`src/rtl/wc_to_sc.sv`:
```
// World-to-screen coordinate converter: pixel = round(wc * res_y), clamped to the screen.
// Optional macro WC_TO_SC_Y_FLIP_EN mirrors y so that screen row 0 is at the top.
module wc_to_sc #(
  parameter int WIDTH      = 32,
  parameter int FRAC_WIDTH = 30,
  parameter int SC_WIDTH   = 11
) (
  input  logic                clk,
  input  logic                rst_n,
  input  logic                in_valid,
  output logic                in_ready,
  input  logic [WIDTH-1:0]    x_wc,
  input  logic [WIDTH-1:0]    y_wc,
  input  logic [SC_WIDTH-1:0] res_x,
  input  logic [SC_WIDTH-1:0] res_y,
  output logic                out_valid,
  input  logic                out_ready,
  output logic [SC_WIDTH-1:0] x_sc,
  output logic [SC_WIDTH-1:0] y_sc,
  output logic                clipped
);

  // state | meaning
  // IDLE  | waiting for a request, in_ready high
  // MUL   | one shift-add step per cycle over the bits of res_y
  // CLAMP | round, scale down, clamp and register the result
  // DONE  | holding the result until the consumer takes it

  localparam int ACC_W = WIDTH + SC_WIDTH;
  localparam int VW    = ACC_W - FRAC_WIDTH;
  localparam int CNT_W = $clog2(SC_WIDTH);

  localparam logic [ACC_W-1:0]    ROUND    = ACC_W'(1) << (FRAC_WIDTH - 1);
  localparam logic [CNT_W-1:0]    CNT_LAST = CNT_W'(SC_WIDTH - 1);
  localparam logic [SC_WIDTH-1:0] ONE      = SC_WIDTH'(1);

  typedef enum logic [1:0] {S_IDLE, S_MUL, S_CLAMP, S_DONE} state_t;

  state_t              r_state;
  logic [WIDTH-1:0]    r_x, r_y;
  logic [SC_WIDTH-1:0] r_res_x, r_res_y;
  logic [ACC_W-1:0]    r_acc_x, r_acc_y;
  logic [CNT_W-1:0]    r_cnt;
  logic                r_in_ready, r_out_valid, r_clipped;
  logic [SC_WIDTH-1:0] r_x_sc, r_y_sc;

  logic [ACC_W-1:0]    w_x_term, w_y_term, w_x_rnd, w_y_rnd;
  logic [VW-1:0]       w_x_v, w_y_v;
  logic [SC_WIDTH:0]   w_x_cl, w_y_cl;
  logic [SC_WIDTH-1:0] w_y_out;

  // Returns {clip_flag, value}; a zero resolution yields 0 instead of underflowing.
  function automatic logic [SC_WIDTH:0] clamp_v(input logic [VW-1:0] v, input logic [SC_WIDTH-1:0] res);
    if (v[VW-1] || res == '0)
      return {1'b1, {SC_WIDTH{1'b0}}};
    else if (v >= {{(VW-SC_WIDTH){1'b0}}, res})
      return {1'b1, res - ONE};
    else
      return {1'b0, v[SC_WIDTH-1:0]};
  endfunction

  assign w_x_term = {{SC_WIDTH{r_x[WIDTH-1]}}, r_x} << r_cnt;
  assign w_y_term = {{SC_WIDTH{r_y[WIDTH-1]}}, r_y} << r_cnt;
  assign w_x_rnd  = r_acc_x + ROUND;
  assign w_y_rnd  = r_acc_y + ROUND;
  assign w_x_v    = w_x_rnd[ACC_W-1:FRAC_WIDTH];
  assign w_y_v    = w_y_rnd[ACC_W-1:FRAC_WIDTH];
  assign w_x_cl   = clamp_v(w_x_v, r_res_x);
  assign w_y_cl   = clamp_v(w_y_v, r_res_y);

`ifdef WC_TO_SC_Y_FLIP_EN
  assign w_y_out = (r_res_y == '0) ? '0 : r_res_y - ONE - w_y_cl[SC_WIDTH-1:0];
`else
  assign w_y_out = w_y_cl[SC_WIDTH-1:0];
`endif

  always_ff @(posedge clk or negedge rst_n) begin
    if (!rst_n) begin
      r_state     <= S_IDLE;
      r_x         <= '0;
      r_y         <= '0;
      r_res_x     <= '0;
      r_res_y     <= '0;
      r_acc_x     <= '0;
      r_acc_y     <= '0;
      r_cnt       <= '0;
      r_in_ready  <= 1'b1;
      r_out_valid <= 1'b0;
      r_x_sc      <= '0;
      r_y_sc      <= '0;
      r_clipped   <= 1'b0;
    end else begin
      case (r_state)
        S_IDLE: if (in_valid && r_in_ready) begin
          r_x        <= x_wc;
          r_y        <= y_wc;
          r_res_x    <= res_x;
          r_res_y    <= res_y;
          r_acc_x    <= '0;
          r_acc_y    <= '0;
          r_cnt      <= '0;
          r_in_ready <= 1'b0;
          r_state    <= S_MUL;
        end
        S_MUL: begin
          if (r_res_y[r_cnt]) begin
            r_acc_x <= r_acc_x + w_x_term;
            r_acc_y <= r_acc_y + w_y_term;
          end
          r_cnt <= r_cnt + CNT_W'(1);
          if (r_cnt == CNT_LAST) r_state <= S_CLAMP;
        end
        S_CLAMP: begin
          r_x_sc      <= w_x_cl[SC_WIDTH-1:0];
          r_y_sc      <= w_y_out;
          r_clipped   <= w_x_cl[SC_WIDTH] | w_y_cl[SC_WIDTH];
          r_out_valid <= 1'b1;
          r_state     <= S_DONE;
        end
        S_DONE: if (out_ready) begin
          r_out_valid <= 1'b0;
          r_in_ready  <= 1'b1;
          r_state     <= S_IDLE;
        end
        default: r_state <= S_IDLE;
      endcase
    end
  end

  assign in_ready  = r_in_ready;
  assign out_valid = r_out_valid;
  assign x_sc      = r_x_sc;
  assign y_sc      = r_y_sc;
  assign clipped   = r_clipped;

endmodule

```
`config.mk`:
```
export PLATFORM = sky130hd
export DESIGN_NAME = wc_to_sc
export DESIGN_NICKNAME = d
export VERILOG_FILES = /design/src/rtl/wc_to_sc.sv
export SDC_FILE = /design/constraint.sdc
export NUM_CORES = 1
export LEC_CHECK = 0
export CORE_MARGIN = 5
export CORE_UTILIZATION = 31
export DETAILED_ROUTE_END_ITERATION = 8
export GPL_TIMING_DRIVEN = 0
export MAX_ROUTING_LAYER = met4
export PLACE_DENSITY_LB_ADDON = 0.25
export SYNTH_ARGS = -nofsm -noshare
export SYNTH_HDL_FRONTEND = slang
export SYNTH_SLANG_ARGS = --single-unit
```
`constraint.sdc`:
```
create_clock -name clk -period 7.8 [get_ports clk]
set_input_delay 0.78 -clock clk [delete_from_list [all_inputs] [get_ports clk]]
set_output_delay 0.78 -clock clk [all_outputs]
set_load 0.005 [all_outputs]
```
; Yosys cells after proc, flatten, opt, wreduce, memory -nomap -nowiden
; Cells that the tools add are included.
[word_totals]
word_cells = 71
output_inout_bits = 25
inputBits = 90
ff_bits = 203
[classes]
add_sub_neg = 7
mux = 22
shifts = 2
n_bitwise = 1
order_cmp = 3
reduce_logical = 15
n_eq_ne = 8
[op_table]
columns = op, count
row1 = 43-bit one-hot mux with 2 select lines, 2
row2 = 43-bit two-way mux, 3
row3 = "43-bit by 30-bit adder with 43-bit output, second input constant", 2
row4 = 43-bit adder, 2
row5 = 43-bit by 4-bit left shift with 43-bit output, 2
row6 = 12-bit two-way mux, 4
row7 = 13-bit by 11-bit greater-or-equal comparator with 1-bit output, 2
row8 = 11-bit logical NOT, 2
row9 = "11-bit by 1-bit subtractor with 11-bit output, second input constant", 2
row10 = 3-bit AND reduction, 3
row11 = "2-bit != test, second input constant", 4
row12 = 2-bit one-hot mux with 4 select lines, 1
row13 = 4-bit one-hot mux with 2 select lines, 1
row14 = 2-bit two-way mux, 3
row15 = 2-bit AND reduction, 3
row16 = 2-bit nonzero test, 3
row17 = "4-bit by 5-bit < comparator with 1-bit output, second input constant", 1
row18 = "4-bit by 1-bit adder with 4-bit output, second input constant", 1
row19 = 1-bit binary-select mux with 4-bit select, 1
row20 = "2-bit == test, second input constant", 2
row21 = "4-bit == test, second input constant", 1
row22 = 1-bit two-way mux, 4
row23 = 4-bit two-way mux, 1
row24 = 1-bit one-hot mux with 2 select lines, 2
row25 = 5 further kinds, 6

; Depth between registers and ports, before layout
[logic_depth]
word_depth = 5
mapped_depth = 21

; Worst setup path after synthesis
; OpenSTA, ideal clock, no wires.
[synth_timing]
path_type = flip-flop to flip-flop
from = register r_cnt[0]
to = register r_acc_x[37]
stages_incl_launch_ff = 21
slack_ps = 3322
arrival_time_ps = 4357
n_path_buf = 5
period_less_slack_ps = 4478
cell_sequence = dfrtp_1 > buf_2 > buf_2 > buf_1 > clkbuf_1 > nor2_1 > nand2_1 > nor2_1 > a21oi_1 > mux2i_1 > ha_1 > clkbuf_1 > nand4_1 > o211ai_1 > a211oi_1 > a31o_1 > o311a_1 > a211o_2 > o31a_1 > xnor2_1 > a22o_1
[synth_between]
elab_chain_len = 4
word_cells_on_any_way = 8
cone_classes = add/sub (1) / eq/ne (1) / shift (1) / mux (4) / reduce/logical (1)
[synth_lines]
columns = element, line
row1 = start: declaration, 43  ; logic [CNT_W-1:0] r_cnt;
row2 = start signal: assignment, 110  ; r_cnt <= r_cnt + CNT_W'(1);
row3 = 43-bit by 4-bit left shift with 43-bit output or 1-bit binary-select mux with 4-bit select (tied branches), "62, 106"
row4 = 43-bit adder or 1-bit two-way mux (tied branches), "107, 106"
row5 = 43-bit two-way mux or 2-bit != test (tied branches), n/a
row6 = 43-bit one-hot mux with 2 select lines or 3-bit AND reduction (tied branches), n/a
row7 = end signal: assignment, 107  ; r_acc_x <= r_acc_x + w_x_term;
row8 = end: declaration, 42  ; logic [ACC_W-1:0] r_acc_x, r_acc_y;
; Parallel ways exist; a longest one is shown, timed or not. The select of a mux whose other input is x is not followed.
; A chain may end at the register's enable or synchronous reset.

; Worst setup path after layout
[layout_timing]
from = register r_cnt[0]
to = register r_acc_x[42]
; Same word-level chain as after synthesis.

==> summary.md <==
| Metric | Value |
|---|---|
| Status | `finished clean` |
| Vias in the first global route | `14500` |
| Compound-Gate Fraction of Synth Area | `18.9%` |
| Arr. time, crit path | `6.43 ns` |
| Area share of the largest cell type after synthesis | `30.3%` |
| DR vias | `14700` |
| GR Util All Layers | `18.2%` |
| DR pass1 iterations | `5` |
| Routed Antenna Nets | `0` |
| CP Launch Type | `register` |
| Pins Over Slew Limit | `0` |
| R2R cell count | `19` |
| CP cell instances | `buf_2, buf_2, buf_1, clkbuf_1, a211oi_1, a21oi_1, mux2i_1, o22ai_1, ha_1, buf_2, a211oi_1, o211ai_1, a22oi_1, nand2_1, a2111oi_2, o21bai_1, a211o_1, a41o_1, o2bb2ai_1` |
| Hold_buf cts | `0` |
| # H-tree levels | `1` |
| First-pass GRT wire length | `84400 um` |
| RSZ-0062 raised after global routing | `no` |
| Top Family by Delay on Critical Path | `compound AO/OA/AOI/OAI gates` |
| Top cell type by total area after synthesis | `dfrtp_1` |
| Sink Count | `203` |
| Critical path start-end classification | `reg2reg` |
| Post-synthesis instance area | `16700 um2` |
| Hold Fails Final Rpt | `0` |
| Residual DRC | `0` |
| Slowest CP cell | `buf_1` |
| Average wire per standard cell | `19.9 um` |
| Die extent in y | `242 um` |
| Reg-to-Reg Start | `r_cnt[0]$_DFFE_PN0P_` |
| DR vias/cell | `5.42` |
| Final setup viols | `0` |
| Final worst setup slack | `1.79 ns` |
| Pre-CTS setup slack | `1.94 ns` |
| Slowest stage delay, CP | `0.59 ns` |
| Core area | `53500 um2` |
| Post-synthesis sequential area ratio | `30.5%` |
| Final period util | `77.0%` |
| PD cells | `488 nW/um2` |
| Unique masters post-synth | `72` |
| Synth Register Bits | `203` |
| Fillers | `5407` |
| Synth area leaders | `dfrtp_1 30%, ha_1 8.9%, mux2i_1 6.8%` |
| Max FO, Critical Path | `10` |
| Adder-cell area share of the yosys netlist | `9.10%` |
| Hpwl dp | `42400 um` |
| Num rows | `85` |
| Largest net degree at the start of global routing | `108` |
| Reg2reg end | `r_acc_x[42]$_DFFE_PN0P_` |
| Critical path required time | `8.22 ns` |
| Post-Synth XOR/XNOR Area | `6.15%` |
| Die X | `242 um` |
| GP Congestion | `0.973` |
| Reg2reg setup slack | `1.79 ns` |
| Clock Latency Late Sink | `0.57 ns` |
| Crit path top cell by count | `buf_2` |
| Area of the multi-input gates | `10900 um2` |
| Initial antenna violation count | `0` |
| Sequential Area | `5080 um2` |
| Area Growth Syn to Fin | `17.6%` |
| Inserted Clock Buffers | `25` |
| Clock buffer depth | `3` |
| Final min period | `6.01 ns` |
| Worst rel slew slack | `31.0%` |
| Static Leak | `8.36 nW` |
| Max-cap viol count | `0` |
| Post-synthesis net count | `2065` |
| Post-Synth Simple-Gate Area | `12.7%` |
| Nets | `2207` |
| Crit. End Element | `register` |
| I/O pin count | `115` |
| Proportion of synthesized area in mux cells | `18.5%` |
| Grt ovf | `0` |
| Post-Route WL | `53800 um` |
| Port Buffers | `114` |
| Ys flop type | `dfrtp_1` |
| Die area | `58500 um2` |
| Post-Syn Instances | `1855` |
| Worst-Margin Slew | `1.04 ns` |
| VDD IR max | `0.224 mV` |
| Antenna cells | `0` |
| Post-CTS Resized | `0` |
| Post-synth top cells | `203 x nand2_1, 202 x dfrtp_1, 161 x a21oi_1` |
| Min-Delay Path Class | `in2async` |
| Root Buffer | `clkbuf_16` |
| Maximum clock frequency | `0.166 GHz` |
| Total Power | `9.56 mW` |
| Clock skew | `0.0311 ns` |
| CTS tree | `done` |
| EDFF count, synth | `0` |
| Initial DRC Count | `1080` |
| Yosys warnings | `0` |
| Setup bufs post-CTS | `0` |
| Post-synth ARST share | `100%` |
| Crit path buffers/inverters | `5` |
| Most common cell in the netlist | `nand2_1` |
| Initial core utilization | `31.2%` |
| Share of cells above drive strength 1 | `9.97%` |
| Main combinational cell family by area after synthesis | `compound AO/OA/AOI/OAI gates` |
| Syn_area_per_cell | `8.99 um2` |
| Setup TNS | `0 ns` |
| Reg clk slew, reported paths | `0.06 ns` |
metrics by stage:
| step | util [%] | area, um2 | hold slack, ns | cells |
|---|---|---|---|---|
| finish | 36.6 | 19600 | 0.199 | 2712 |
| global route | 36.6 | 19600 | 0.276 | 2712 |
| CTS | 36.6 | 19600 | 0.278 | 2712 |
| detailed placement | 35.0 | 18700 | 0.477 | 2666 |
| global placement | 34.9 | 18700 | 0.471 | 2665 |
| floorplan | - | 16700 | 0.456 | 1855 |
area by class of cell:
| type | count | share of cell area, % |
|---|---|---|
| flip-flops and latches | 203 | 25.9 |
| repair buffers | 115 | 5.99 |
| inverters | 83 | 1.59 |
| clock inverters | 8 | 0.875 |
| clock buffers | 38 | 3.65 |
| plain buffers | 98 | 1.95 |
| well taps | 696 | 4.44 |
| multi-input cells | 1471 | 55.6 |
layout by cell type, fill, tap and decap left out, types with 36 or more instances in the layout:
cell type and instances:
inv_1 82, mux2i_1 114, nor2_1 110, clkbuf_1 76, mux4_2 36, o21ai_0 142
nand2_1 203, dfrtp_1 202, clkdlybuf4s50_1 113, xor2_1 47, mux2_2 100, ha_1 118
nand3_1 38, a21oi_1 161, xnor2_1 70
worst max path at each step:
stage,from,endpoint,cells after the start
CTS,r_cnt[0]$_DFFE_PN0P_,r_acc_x[42]$_DFFE_PN0P_,19
global route,r_cnt[0]$_DFFE_PN0P_,r_acc_x[42]$_DFFE_PN0P_,19
finish,r_cnt[0]$_DFFE_PN0P_,r_acc_x[42]$_DFFE_PN0P_,19
floorplan,r_cnt[0]$_DFFE_PN0P_,r_acc_x[37]$_DFFE_PN0P_,20
global placement,rst_n,r_acc_x[10]$_DFFE_PN0P_,1
detailed placement,r_cnt[0]$_DFFE_PN0P_,r_acc_x[42]$_DFFE_PN0P_,19
logic make-up after synthesis:
logic type      count (synthesis)
compound gates                511
fa+ha+maj                     120
mux                           250
xor+xnor                      117
flops                         203
buf+inv                       181
simple gates                  473
sequential cells by signal (all words and copies together) (netlist names):
| signal | flops |
|---|---|
| r_acc_x | 43 |
| r_acc_y | 43 |
| r_x | 32 |
| r_y | 32 |
| r_res_x | 11 |
| r_res_y | 11 |
| x_sc | 11 |
| y_sc | 11 |
| r_cnt | 4 |
| r_state | 2 |
| clipped | 1 |
| in_ready | 1 |
| out_valid | 1 |
worst reg2reg max path, stage by stage (launching register included):
cell and delay [ns]:
dfrtp_1 0.42, buf_2 0.34, buf_2 0.39, buf_1 0.60, clkbuf_1 0.59, a211oi_1 0.18, a21oi_1 0.20, mux2i_1 0.15
o22ai_1 0.31, ha_1 0.29, buf_2 0.17, a211oi_1 0.32, o211ai_1 0.15, a22oi_1 0.25, nand2_1 0.21, a2111oi_2 0.48
o21bai_1 0.20, a211o_1 0.29, a41o_1 0.24, o2bb2ai_1 0.13
routing by layer:
metal / vias to the layer above / GRT usage (%) / part of all wire (%)
met5: - / - / 0
met4: 0 / 4.33 / 2.8
met3: 73 / 3.52 / 7.2
met2: 522 / 27.0 / 43
met1: 7053 / 25.9 / 48
li1: 7047 / - / -
power breakdown:
part           switching (mW)  internal (mW)  total, mW  leakage, nW
logic                    3.79           2.55       6.34         5.28
registers               0.503           1.45       1.96         2.66
clock network           0.473          0.794       1.27        0.427
total                    4.77           4.80       9.56         8.36
No activity file was read; power rests on OpenSTA's default activity.
